## src/rtl/ball_draw_sequencer_if.sv

```systemverilog
// Frame/render handshake bundle between the ball draw sequencer and its environment
// (rate divider, ball control, ball_render). The sequencer takes the slave view.
interface ball_draw_sequencer_if;
  logic       enable;
  logic       frameTick;
  logic       lhs_scored;
  logic       rhs_scored;
  logic       done_clearOld;
  logic       done_drawNew;
  logic       done_blackScreen;
  logic       clearOld_pulse;
  logic       drawNew_pulse;
  logic       blackScreen_pulse;
  logic       move_tick;
  logic       busy;
  logic [7:0] overrun_count;
  logic       timeout_err;

  modport master (
    output enable, frameTick, lhs_scored, rhs_scored,
    output done_clearOld, done_drawNew, done_blackScreen,
    input  clearOld_pulse, drawNew_pulse, blackScreen_pulse,
    input  move_tick, busy, overrun_count, timeout_err
  );

  modport slave (
    input  enable, frameTick, lhs_scored, rhs_scored,
    input  done_clearOld, done_drawNew, done_blackScreen,
    output clearOld_pulse, drawNew_pulse, blackScreen_pulse,
    output move_tick, busy, overrun_count, timeout_err
  );
endinterface

```

## src/rtl/ball_draw_sequencer.sv

```systemverilog
// Per-frame render sequencer: clears the old ball, draws the new one, freezes after a
// score and blanks the screen, with overrun counting and a per-phase watchdog.
module ball_draw_sequencer #(
  parameter int SCORE_HOLD_FRAMES = 15,
  parameter int TIMEOUT_CYCLES    = 400000
) (
  input logic                  clk,
  input logic                  reset,
  ball_draw_sequencer_if.slave bus
);

  localparam int PW = (TIMEOUT_CYCLES > 1) ? $clog2(TIMEOUT_CYCLES) : 1;
  localparam int HW = (SCORE_HOLD_FRAMES > 0) ? $clog2(SCORE_HOLD_FRAMES + 1) : 1;
  localparam logic [PW-1:0] PHASE_LAST = PW'(TIMEOUT_CYCLES - 1);
  localparam logic [HW-1:0] HOLD_LAST  = HW'(SCORE_HOLD_FRAMES);

  localparam logic [2:0] S_INIT  = 3'd0;
  localparam logic [2:0] S_BLACK = 3'd1;
  localparam logic [2:0] S_WAIT  = 3'd2;
  localparam logic [2:0] S_CLEAR = 3'd3;
  localparam logic [2:0] S_DRAW  = 3'd4;
  localparam logic [2:0] S_HOLD  = 3'd5;

  logic [2:0]    state_q, state_d;
  logic [PW-1:0] phase_q, phase_d;
  logic [HW-1:0] hold_q, hold_d, hold_inc;
  logic [7:0]    over_q, over_d;
  logic          terr_q, terr_d;
  logic          move_q, move_d;
  logic          black_q, clear_q, draw_q, busy_q;
  logic          in_phase, phase_expired;

  always_comb begin
    state_d       = state_q;
    phase_d       = phase_q;
    hold_d        = hold_q;
    over_d        = over_q;
    terr_d        = terr_q;
    move_d        = 1'b0;
    hold_inc      = hold_q + HW'(1);
    in_phase      = (state_q == S_BLACK) || (state_q == S_CLEAR) || (state_q == S_DRAW);
    phase_expired = (phase_q == PHASE_LAST);

    if (bus.enable) begin
      if (in_phase) begin
        phase_d = phase_q + PW'(1);
      end
      // A frame strobe landing in a render phase is lost; it is only counted.
      if (in_phase && bus.frameTick && (over_q != 8'hFF)) begin
        over_d = over_q + 8'd1;
      end

      case (state_q)
        S_INIT: begin
          state_d = S_BLACK;
          phase_d = '0;
        end
        S_BLACK: begin
          if (bus.done_blackScreen) begin
            state_d = S_WAIT;
          end else if (phase_expired) begin
            state_d = S_BLACK;
            phase_d = '0;
            terr_d  = 1'b1;
          end
        end
        S_WAIT: begin
          if (bus.frameTick) begin
            if (bus.lhs_scored || bus.rhs_scored) begin
              state_d = S_HOLD;
              hold_d  = '0;
            end else begin
              state_d = S_CLEAR;
              phase_d = '0;
            end
          end
        end
        S_CLEAR: begin
          if (bus.done_clearOld) begin
            state_d = S_DRAW;
            phase_d = '0;
          end else if (phase_expired) begin
            state_d = S_BLACK;
            phase_d = '0;
            terr_d  = 1'b1;
          end
        end
        S_DRAW: begin
          if (bus.done_drawNew) begin
            state_d = S_WAIT;
            move_d  = 1'b1;
          end else if (phase_expired) begin
            state_d = S_BLACK;
            phase_d = '0;
            terr_d  = 1'b1;
          end
        end
        S_HOLD: begin
          if (bus.frameTick) begin
            hold_d = hold_inc;
            if (hold_inc == HOLD_LAST) begin
              state_d = S_BLACK;
              phase_d = '0;
            end
          end
        end
        default: state_d = S_INIT;
      endcase
    end
  end

  // Phase selects are registered from the next state so they never glitch.
  always_ff @(posedge clk) begin
    if (reset) begin
      state_q <= S_INIT;
      phase_q <= '0;
      hold_q  <= '0;
      over_q  <= '0;
      terr_q  <= 1'b0;
      move_q  <= 1'b0;
      black_q <= 1'b0;
      clear_q <= 1'b0;
      draw_q  <= 1'b0;
      busy_q  <= 1'b0;
    end else begin
      state_q <= state_d;
      phase_q <= phase_d;
      hold_q  <= hold_d;
      over_q  <= over_d;
      terr_q  <= terr_d;
      move_q  <= move_d;
      black_q <= (state_d == S_BLACK);
      clear_q <= (state_d == S_CLEAR);
      draw_q  <= (state_d == S_DRAW);
      busy_q  <= (state_d == S_BLACK) || (state_d == S_CLEAR) || (state_d == S_DRAW);
    end
  end

  assign bus.blackScreen_pulse = black_q;
  assign bus.clearOld_pulse    = clear_q;
  assign bus.drawNew_pulse     = draw_q;
  assign bus.busy              = busy_q;
  assign bus.move_tick         = move_q;
  assign bus.overrun_count     = over_q;
  assign bus.timeout_err       = terr_q;

endmodule

```

## src/flat_wrapper.sv

```systemverilog
// flat-port wrapper written by rule: the top's interface ports become plain ports
module ball_draw_sequencer_flat 
#(
  parameter int SCORE_HOLD_FRAMES = 15,
  parameter int TIMEOUT_CYCLES    = 400000
)
  (clk, reset, bus_enable, bus_frameTick, bus_lhs_scored, bus_rhs_scored, bus_done_clearOld, bus_done_drawNew, bus_done_blackScreen, bus_clearOld_pulse, bus_drawNew_pulse, bus_blackScreen_pulse, bus_move_tick, bus_busy, bus_overrun_count, bus_timeout_err);
  ball_draw_sequencer_if bus_i ();
  input logic clk;
  input logic reset;
  input wire logic [$bits(bus_i.enable)-1:0] bus_enable;
  input wire logic [$bits(bus_i.frameTick)-1:0] bus_frameTick;
  input wire logic [$bits(bus_i.lhs_scored)-1:0] bus_lhs_scored;
  input wire logic [$bits(bus_i.rhs_scored)-1:0] bus_rhs_scored;
  input wire logic [$bits(bus_i.done_clearOld)-1:0] bus_done_clearOld;
  input wire logic [$bits(bus_i.done_drawNew)-1:0] bus_done_drawNew;
  input wire logic [$bits(bus_i.done_blackScreen)-1:0] bus_done_blackScreen;
  output wire logic [$bits(bus_i.clearOld_pulse)-1:0] bus_clearOld_pulse;
  output wire logic [$bits(bus_i.drawNew_pulse)-1:0] bus_drawNew_pulse;
  output wire logic [$bits(bus_i.blackScreen_pulse)-1:0] bus_blackScreen_pulse;
  output wire logic [$bits(bus_i.move_tick)-1:0] bus_move_tick;
  output wire logic [$bits(bus_i.busy)-1:0] bus_busy;
  output wire logic [$bits(bus_i.overrun_count)-1:0] bus_overrun_count;
  output wire logic [$bits(bus_i.timeout_err)-1:0] bus_timeout_err;
  assign bus_i.enable = bus_enable;
  assign bus_i.frameTick = bus_frameTick;
  assign bus_i.lhs_scored = bus_lhs_scored;
  assign bus_i.rhs_scored = bus_rhs_scored;
  assign bus_i.done_clearOld = bus_done_clearOld;
  assign bus_i.done_drawNew = bus_done_drawNew;
  assign bus_i.done_blackScreen = bus_done_blackScreen;
  assign bus_clearOld_pulse = bus_i.clearOld_pulse;
  assign bus_drawNew_pulse = bus_i.drawNew_pulse;
  assign bus_blackScreen_pulse = bus_i.blackScreen_pulse;
  assign bus_move_tick = bus_i.move_tick;
  assign bus_busy = bus_i.busy;
  assign bus_overrun_count = bus_i.overrun_count;
  assign bus_timeout_err = bus_i.timeout_err;
  ball_draw_sequencer #(.SCORE_HOLD_FRAMES(SCORE_HOLD_FRAMES), .TIMEOUT_CYCLES(TIMEOUT_CYCLES)) u_core (.clk(clk), .reset(reset), .bus(bus_i));
endmodule
```

## config.mk

```make
export PLATFORM = sky130hd
export DESIGN_NAME = ball_draw_sequencer_flat
export DESIGN_NICKNAME = d
export VERILOG_FILES = /design/src/rtl/ball_draw_sequencer_if.sv /design/src/rtl/ball_draw_sequencer.sv /design/src/flat_wrapper.sv
export SDC_FILE = /design/constraint.sdc
export NUM_CORES = 1
export LEC_CHECK = 0
export CORE_MARGIN = 8
export CORE_UTILIZATION = 51
export CTS_BUF_LIST = sky130_fd_sc_hd__clkbuf_4 sky130_fd_sc_hd__clkbuf_8
export DETAILED_ROUTE_END_ITERATION = 8
export PLACE_DENSITY_LB_ADDON = 0.2
export SLEW_MARGIN = 20
export SYNTH_ARGS = -nofsm -noshare
export SYNTH_HDL_FRONTEND = slang
export SYNTH_SLANG_ARGS = --single-unit
```

## constraint.sdc

```tcl
create_clock -name clk -period 3.1 [get_ports clk]
set_input_delay 0.62 -clock clk [delete_from_list [all_inputs] [get_ports clk]]
set_output_delay 0.62 -clock clk [all_outputs]
set_load 0.02 [all_outputs]
```

==> results of run 1 <==
-- layout make-up --
cell class              instances  share of cell area
repair buffers                 26               0.101
clock inverters                 2             0.00404
well taps                      50              0.0253
clock buffers                   6              0.0334
multi-input cells             197               0.501
inverters                       8              0.0121
flip-flops and latches         40               0.324
-- report_power, final --
group | leakage (nW) | internal, mW | switching, mW
registers | 0.323 | 0.521 | 0.0105
clock network | 0.0510 | 0.177 | 0.176
logic | 0.520 | 0.0467 | 0.0560
total | 0.894 | 0.745 | 0.242
-- metrics by stage --
step	util	std cells	hold slack, ps	area (µm²)	setup WS, ps
after CTS	0.610	329	483	2470	839
after global placement	0.587	321	459	2380	645
after global routing	0.610	329	528	2470	679
after floorplan	-	257	475	2170	1080
after detailed placement	0.587	321	466	2380	592
final	0.610	329	472	2470	852
-- state kept, by name (all words and copies together) (netlist names), 3 cells and up --
name	cells
u_core.bus.overrun_count	8
u_core.hold_q	4
u_core.phase_q	19
u_core.state_q	3
-- logic make-up (layout without fill, tap and decap cells) --
family / Yosys count / in the layout / share of synthesized area
and+or+nand+nor: 122 / 122 / 0.301
AOI/OAI and AO/OA: 43 / 43 / 0.132
DFF: 40 / 40 / 0.368
xor gates and xnor gates: 26 / 26 / 0.105
buffers and inverters: 20 / 42 / 0.0616
adders and majority gates: 4 / 4 / 0.0230
muxes: 2 / 2 / 0.00921
-- Yosys cell counts, types with 2 or more instances --
cell type  count
a2bb2oi_1      2
and2_2         2
nor2_1        41
nand2b_1       5
o211ai_1       2
nand2_1       17
inv_1          8
a21o_1         2
and3_1         8
nand4_1        4
a211oi_1       2
nor2b_1        2
nor2_2         2
o21a_1         4
ha_1           4
buf_6          2
clkbuf_8       4
clkbuf_1       5
nor3_1         8
xnor2_1       14
xor2_1        12
dfxtp_1       40
a31oi_1        3
nand3_1       13
and2b_2        2
a21oi_1       13
o31ai_1        3
o21ai_0        7
mux2i_1        2
nor4_1         2
-- routing by layer --
layer / vias up / share of wire / wire length [µm] / track usage
li1: 929 / - / - / -
met1: 851 / 0.47 / 2070 / 0.173
met2: 35 / 0.47 / 2090 / 0.244
met3: 10 / 0.039 / 173 / 0.0442
met4: 0 / 0.020 / 89 / 0.0661
met5: - / 0 / 0 / 0
-- worst min-delay path: cells and delay by family, from the launching register on --
| kind | cells | cell delay (ps) |
|---|---|---|
| simple gates | 1 | 70 |
| compound gates | 1 | 40 |
| flops | 1 | 330 |
-- cells in the final DEF, fill, tap and decap left out, types with 7 or more instances in the layout --
cell	synthesis	routed
clkdlybuf4s50_1	0	22
a21oi_1	13	13
xnor2_1	14	14
dfxtp_1	40	40
nor2_1	41	41
nand3_1	13	13
xor2_1	12	12
and3_1	8	8
nand2_1	17	17
nor3_1	8	8
o21ai_0	7	7
inv_1	8	8
-- worst paths after layout --
| path | endpoint | start | cells past startpoint | slack, ps |
|---|---|---|---|---|
| setup reg to reg | u_core.phase_q[17] | u_core.state_q[2] | 6 | 850 |
| hold reg to reg | u_core.bus.timeout_err | u_core.bus.timeout_err | 2 | 470 |
| setup / recovery | u_core.phase_q[17] | u_core.state_q[2] | 6 | 850 |
| hold / removal | u_core.bus.timeout_err | u_core.bus.timeout_err | 2 | 470 |
==> metrics.md, run 1 <==
| Metric | Value |
|---|---|
| First-pass GRT wire length | 7.80 mm |
| Pwr/cell area | 399 nW/µm² |
| Post-Syn Area per Cell | 8.46 µm² |
| Synth top area cells | dfxtp_1, nor2_1, xnor2_1 |
| #FFs+latches synth | 40 |
| CTS tree | yes |
| Post-CTS Repair Setup Buffers | 0 |
| RSZ-0062 raised after global routing | false |
| Max clock buf depth | 2 |
| Vias | 1825 |
| Worst path max stage delay | 570 ps |
| Sequential fraction of the synthesis area | 0.368 |
| Cells after Synth | 257 |
| Critical path launch point type | flip-flop |
| Worst-path fanout max | 14 |
| Area leader, netlist | dfxtp_1 |
| TritonCTS Sinks | 40 |
| Lkg Pwr | 0.894 nW |
| Layout Nets | 291 |
| Crit path buf inv count | 0 |
| Placer Congestion | 0.785 |
| Top FF cell, synth | dfxtp_1 |
| DRC Markers | 0 |
| Crit Path Class | flip-flop to flip-flop |
| Final Setup Violations | 0 |
| Chip Height | 81.3 µm |
| CP max stage cell | dfxtp_1 |
| Initial antenna violation count | 0 |
| Worst skew pair latency | 290 ps |
| TritonCTS buffer count | 5 |
| H-tree depth | 2 |
| Worst Setup End Kind | flip-flop |
| Pin count of the biggest net entering global routing | 16 |
| Post_cts resized | 0 |
| Drt first pass iters | 4 |
| Ports | 23 |
| CORE AREA | 4060 µm² |
| Starting utilization of the core area | 0.536 |
| Synthesized cell area | 2170 µm² |
| Detailed placement HPWL | 3.32 mm |
| Net count after synthesis | 270 |
| CP dominant cell by count | nor2_1 |
| Layout Skew | 5.43 ps |
| Min Tclk post-route | 2250 ps |
| Antenna Cells | 0 |
| Worst hold path type | flip-flop to flip-flop |
| Clock-pin slew on the worst setup and hold paths | 70 ps |
| Synth cell types | 52 |
| Layout fillers | 377 |
| Gr usage total | 0.148 |
| IO Port Bufs | 22 |
| Grt ovf | 0 |
| Fmax | 445 MHz |
| Setup TNS | 0 ps |
| Routed length per instance | 13.4 µm |
| Pins Over Slew Limit | 0 |
| Critical Path RT | 3280 ps |
| Crit-path cells | or3b_1 > a211oi_1 > nand2_1 > nor2_1 > xnor2_1 > nor2_1 |
| Slew margin rel. | 0.640 |
| Max Cap Viol | 0 |
| Layout cell share with drive strength beyond 1 | 0.0932 |
| Final period util | 0.725 |
| Post-synth top area share | 0.368 |
| Vias in the first global route | 1807 |
| Worst Max-Slew Pin Slew | 537 ps |
| Asr flop ratio synth | 0 |
| Number of synthesized flops with an enable pin | 0 |
| Tot Pwr | 987 µW |
| Maximum vdd drop | 225 µV |
| Routed Antenna Nets | 0 |
| Flip-flop and latch area | 801 µm² |
| Multi-input gate area | 1240 µm² |
| Final Hold Vio Count | 0 |
| Status | finished, final reports clean |
| DIE WIDTH | 81.3 µm |
| Critical path's top delay family | simple AND/OR/NAND/NOR gates |
| Yosys warnings | 0 |
| Worst EP arrival | 2430 ps |
| Vias per cell | 5.55 |
| Rows | 23 |
| Total length of routed wires | 4.42 mm |
| Hold buffers post-CTS | 0 |
| Die area | 6610 µm² |
| Root buf cell | clkbuf_8 |
| DR iter-0 viols | 83 |
| Layout area overhead | 13.9% |
No activity file was read; power rests on OpenSTA's default activity.
==> run 2: changes to the inputs <==
==> constraint.sdc (replaced) <==
create_clock -name clk -period 2.05 [get_ports clk]
set_input_delay 0.41 -clock clk [delete_from_list [all_inputs] [get_ports clk]]
set_output_delay 0.41 -clock clk [all_outputs]
set_load 0.02 [all_outputs]
==> metrics.md, run 2 (synthesis gave the netlist of run 1 again) <==
| Metric | Value |
|---|---|
| Status | complete, but fails checks (was finished, final reports clean) |
| Failing checks | negative setup slack |
| Pin count of the biggest net entering global routing | 19 (was 16) |
| Net Sw Frac | 0.237 (was 0.245) |
| CTS tree | yes (unchanged) |
| Crit Path Class | flip-flop to flip-flop (unchanged) |
| Commonest non-fill, non-tap cell in the layout | nor2_1 (unchanged) |
| Vias | 1880 (was 1825) |
| H-tree depth | 2 (unchanged) |
| Final hold slack | 487 ps (was 472 ps) |
| Non-Filler Instances | 359 (was 329) |
| Most frequent cells in the layout | nor2_1, dfxtp_1, buf_4, clkdlybuf4s50_1, nand2_1 (was nor2_1, dfxtp_1, clkdlybuf4s50_1, nand2_1, xnor2_1) |
| Setup TNS | -187 ps (was 0 ps) |
| Worst path max stage delay | 560 ps (was 570 ps) |
| Final Setup Violations | 3 (was 0) |
| Final Hold Vio Count | 0 (unchanged) |
| Die area | 6610 µm² (unchanged) |
| Antenna Cells | 0 (unchanged) |
| Drt first pass iters | 4 (unchanged) |
| DR iter-0 viols | 92 (was 83) |
| Vias per cell | 5.24 (was 5.55) |
| Pins Over Slew Limit | 0 (unchanged) |
| Layout Nets | 321 (was 291) |
| Maximum vdd drop | 522 µV (was 225 µV) |
| Placed cells | 351 (was 321) |
| Fmax | 472 MHz (was 445 MHz) |
| Worst Max-Slew Pin Slew | 348 ps (was 537 ps) |
| Worst hold path type | flip-flop to flip-flop (unchanged) |
| Ports | 23 (unchanged) |
| First-pass GRT wire length | 8.27 mm (was 7.80 mm) |
| TritonCTS Sinks | 40 (unchanged) |
| Final period util | 1.03 (was 0.725) |
| Placer Congestion | 0.892 (was 0.785) |
| RSZ-0062 raised after global routing | true (was false) |
| Max Cap Viol | 0 (unchanged) |
| DIE WIDTH | 81.3 µm (unchanged) |
| Worst-path fanout max | 3 (was 14) |
| Hold buffers post-CTS | 0 (unchanged) |
| Worst skew pair latency | 300 ps (was 290 ps) |
| Max clock buf depth | 2 (unchanged) |
| Layout fillers | 314 (was 377) |
| Total length of routed wires | 4.82 mm (was 4.42 mm) |
| Gr usage total | 0.156 (was 0.148) |
| DRC Markers | 0 (unchanged) |
| Layout Skew | 9.46 ps (was 5.43 ps) |
| Logic pwr share | 0.121 (was 0.104) |
| Slew margin rel. | 0.767 (was 0.640) |
| CORE AREA | 4060 µm² (unchanged) |
| Setup ws final | -67.4 ps (was 852 ps) |
| Clk network pwr share | 0.407 (was 0.358) |
| CP max stage cell | or4_4 (was dfxtp_1) |
| TritonCTS buffer count | 5 (unchanged) |
| Worst Setup End Kind | flip-flop (unchanged) |
| Reg with most FFs | u_core.phase_q (unchanged) |
| Root buf cell | clkbuf_8 (unchanged) |
| Max FFs per register | 19 (unchanged) |
| Worst EP arrival | 2360 ps (was 2430 ps) |
| Critical path launch point type | flip-flop (unchanged) |
| Min Tclk post-route | 2120 ps (was 2250 ps) |
| Internal Power | 1.29 mW (was 745 µW) |
| Vias in the first global route | 1939 (was 1807) |
| Sequential power share | 0.472 (was 0.538) |
| NetSw | 401 µW (was 242 µW) |
| Crit-path cells | or4_4 > o41a_1 > o31ai_1 > nand3_1 > or3_4 > nor2_2 (was or3b_1 > a211oi_1 > nand2_1 > nor2_1 > xnor2_1 > nor2_1) |
| Routed Antenna Nets | 0 (unchanged) |
| Initial antenna violation count | 0 (unchanged) |
| Routed length per instance | 13.4 µm (about the same) |
| Chip Height | 81.3 µm (unchanged) |
| Grt ovf | 0 (unchanged) |
| Layout area overhead | 26.7% (was 13.9%) |
| DP Worst Slack | -132 ps (was 592 ps) |
| Lkg Pwr | 1.07 nW (was 0.894 nW) |
| Critical Path RT | 2290 ps (was 3280 ps) |
| Pwr/cell area | 613 nW/µm² (was 399 nW/µm²) |
| Detailed placement HPWL | 3.63 mm (was 3.32 mm) |
| Starting utilization of the core area | 0.536 (unchanged) |
| Post-CTS Repair Setup Buffers | 0 (unchanged) |
| Clock-pin slew on the worst setup and hold paths | 90 ps (was 70 ps) |
| IO Port Bufs | 22 (unchanged) |
| Layout cell share with drive strength beyond 1 | 0.191 (was 0.0932) |
| Rows | 23 (unchanged) |
-- run 2: cell count changes in the layout (fill, tap and decap cells not counted), sizes merged --
cell	delta
bufinv	+1
buf	+30
clkinv	-1
-- run 2: worst paths after layout --
path	slack, ps	start	cells past startpoint	endpoint
max reg2reg	-70	u_core.phase_q[13]	6	u_core.bus.blackScreen_pulse
min reg2reg	490	u_core.bus.timeout_err	2	u_core.bus.timeout_err
min	490	u_core.bus.timeout_err	2	u_core.bus.timeout_err
max	-70	u_core.phase_q[13]	6	u_core.bus.blackScreen_pulse
-- run 2: power groups by stage --
stage	registers [mW]	logic [mW]	clock network, mW
2_1_floorplan	0.822	0.110	0
3_3_place_gp	0.814	0.202	0
3_5_place_dp	0.815	0.203	0
4_1_cts	0.796	0.205	0.701
5_1_grt	0.799	0.225	0.729
6_report	0.797	0.205	0.688
-- run 2: cell type report --
cell class | count | area [µm²] | area share
well taps | 50 | 62.6 | 0.0227
multi-input cells | 197 | 1250 | 0.454
flip-flops and latches | 40 | 802 | 0.291
clock inverters | 2 | 38.8 | 0.0141
inverters | 8 | 30.0 | 0.0109
clock buffers | 6 | 82.6 | 0.0300
repair buffers | 56 | 488 | 0.177
-- run 2: metal layers --
metal	wire, µm	track usage	up-vias
li1	-	-	986
met1	2290	0.181	864
met2	2300	0.267	22
met3	141	0.0419	8
met4	81	0.0589	0
met5	0	0	-
-- run 2: critical path: cells and delay by family, from the launching register on --
| family | cells | cell delay (ps) |
|---|---|---|
| AND/OR/NAND/NOR | 4 | 1150 |
| AO/OA/AOI/OAI | 2 | 590 |
| flip-flops | 1 | 330 |
-- run 2: per-stage QoR --
step	util	power [mW]	cell area, µm²
final	0.679	1.69	2750
after floorplan	-	0.932	2170
after detailed placement	0.646	1.02	2620
after CTS	0.676	1.70	2740
after global routing	0.679	1.75	2750
after global placement	0.646	1.02	2620
-- run 2: timing repair --
item / in CTS / in global routing
pin swaps: 1 / 3
setup endpoints to repair: 9 / 27
resized for setup: 0 / 3
gates cloned: 0 / 0
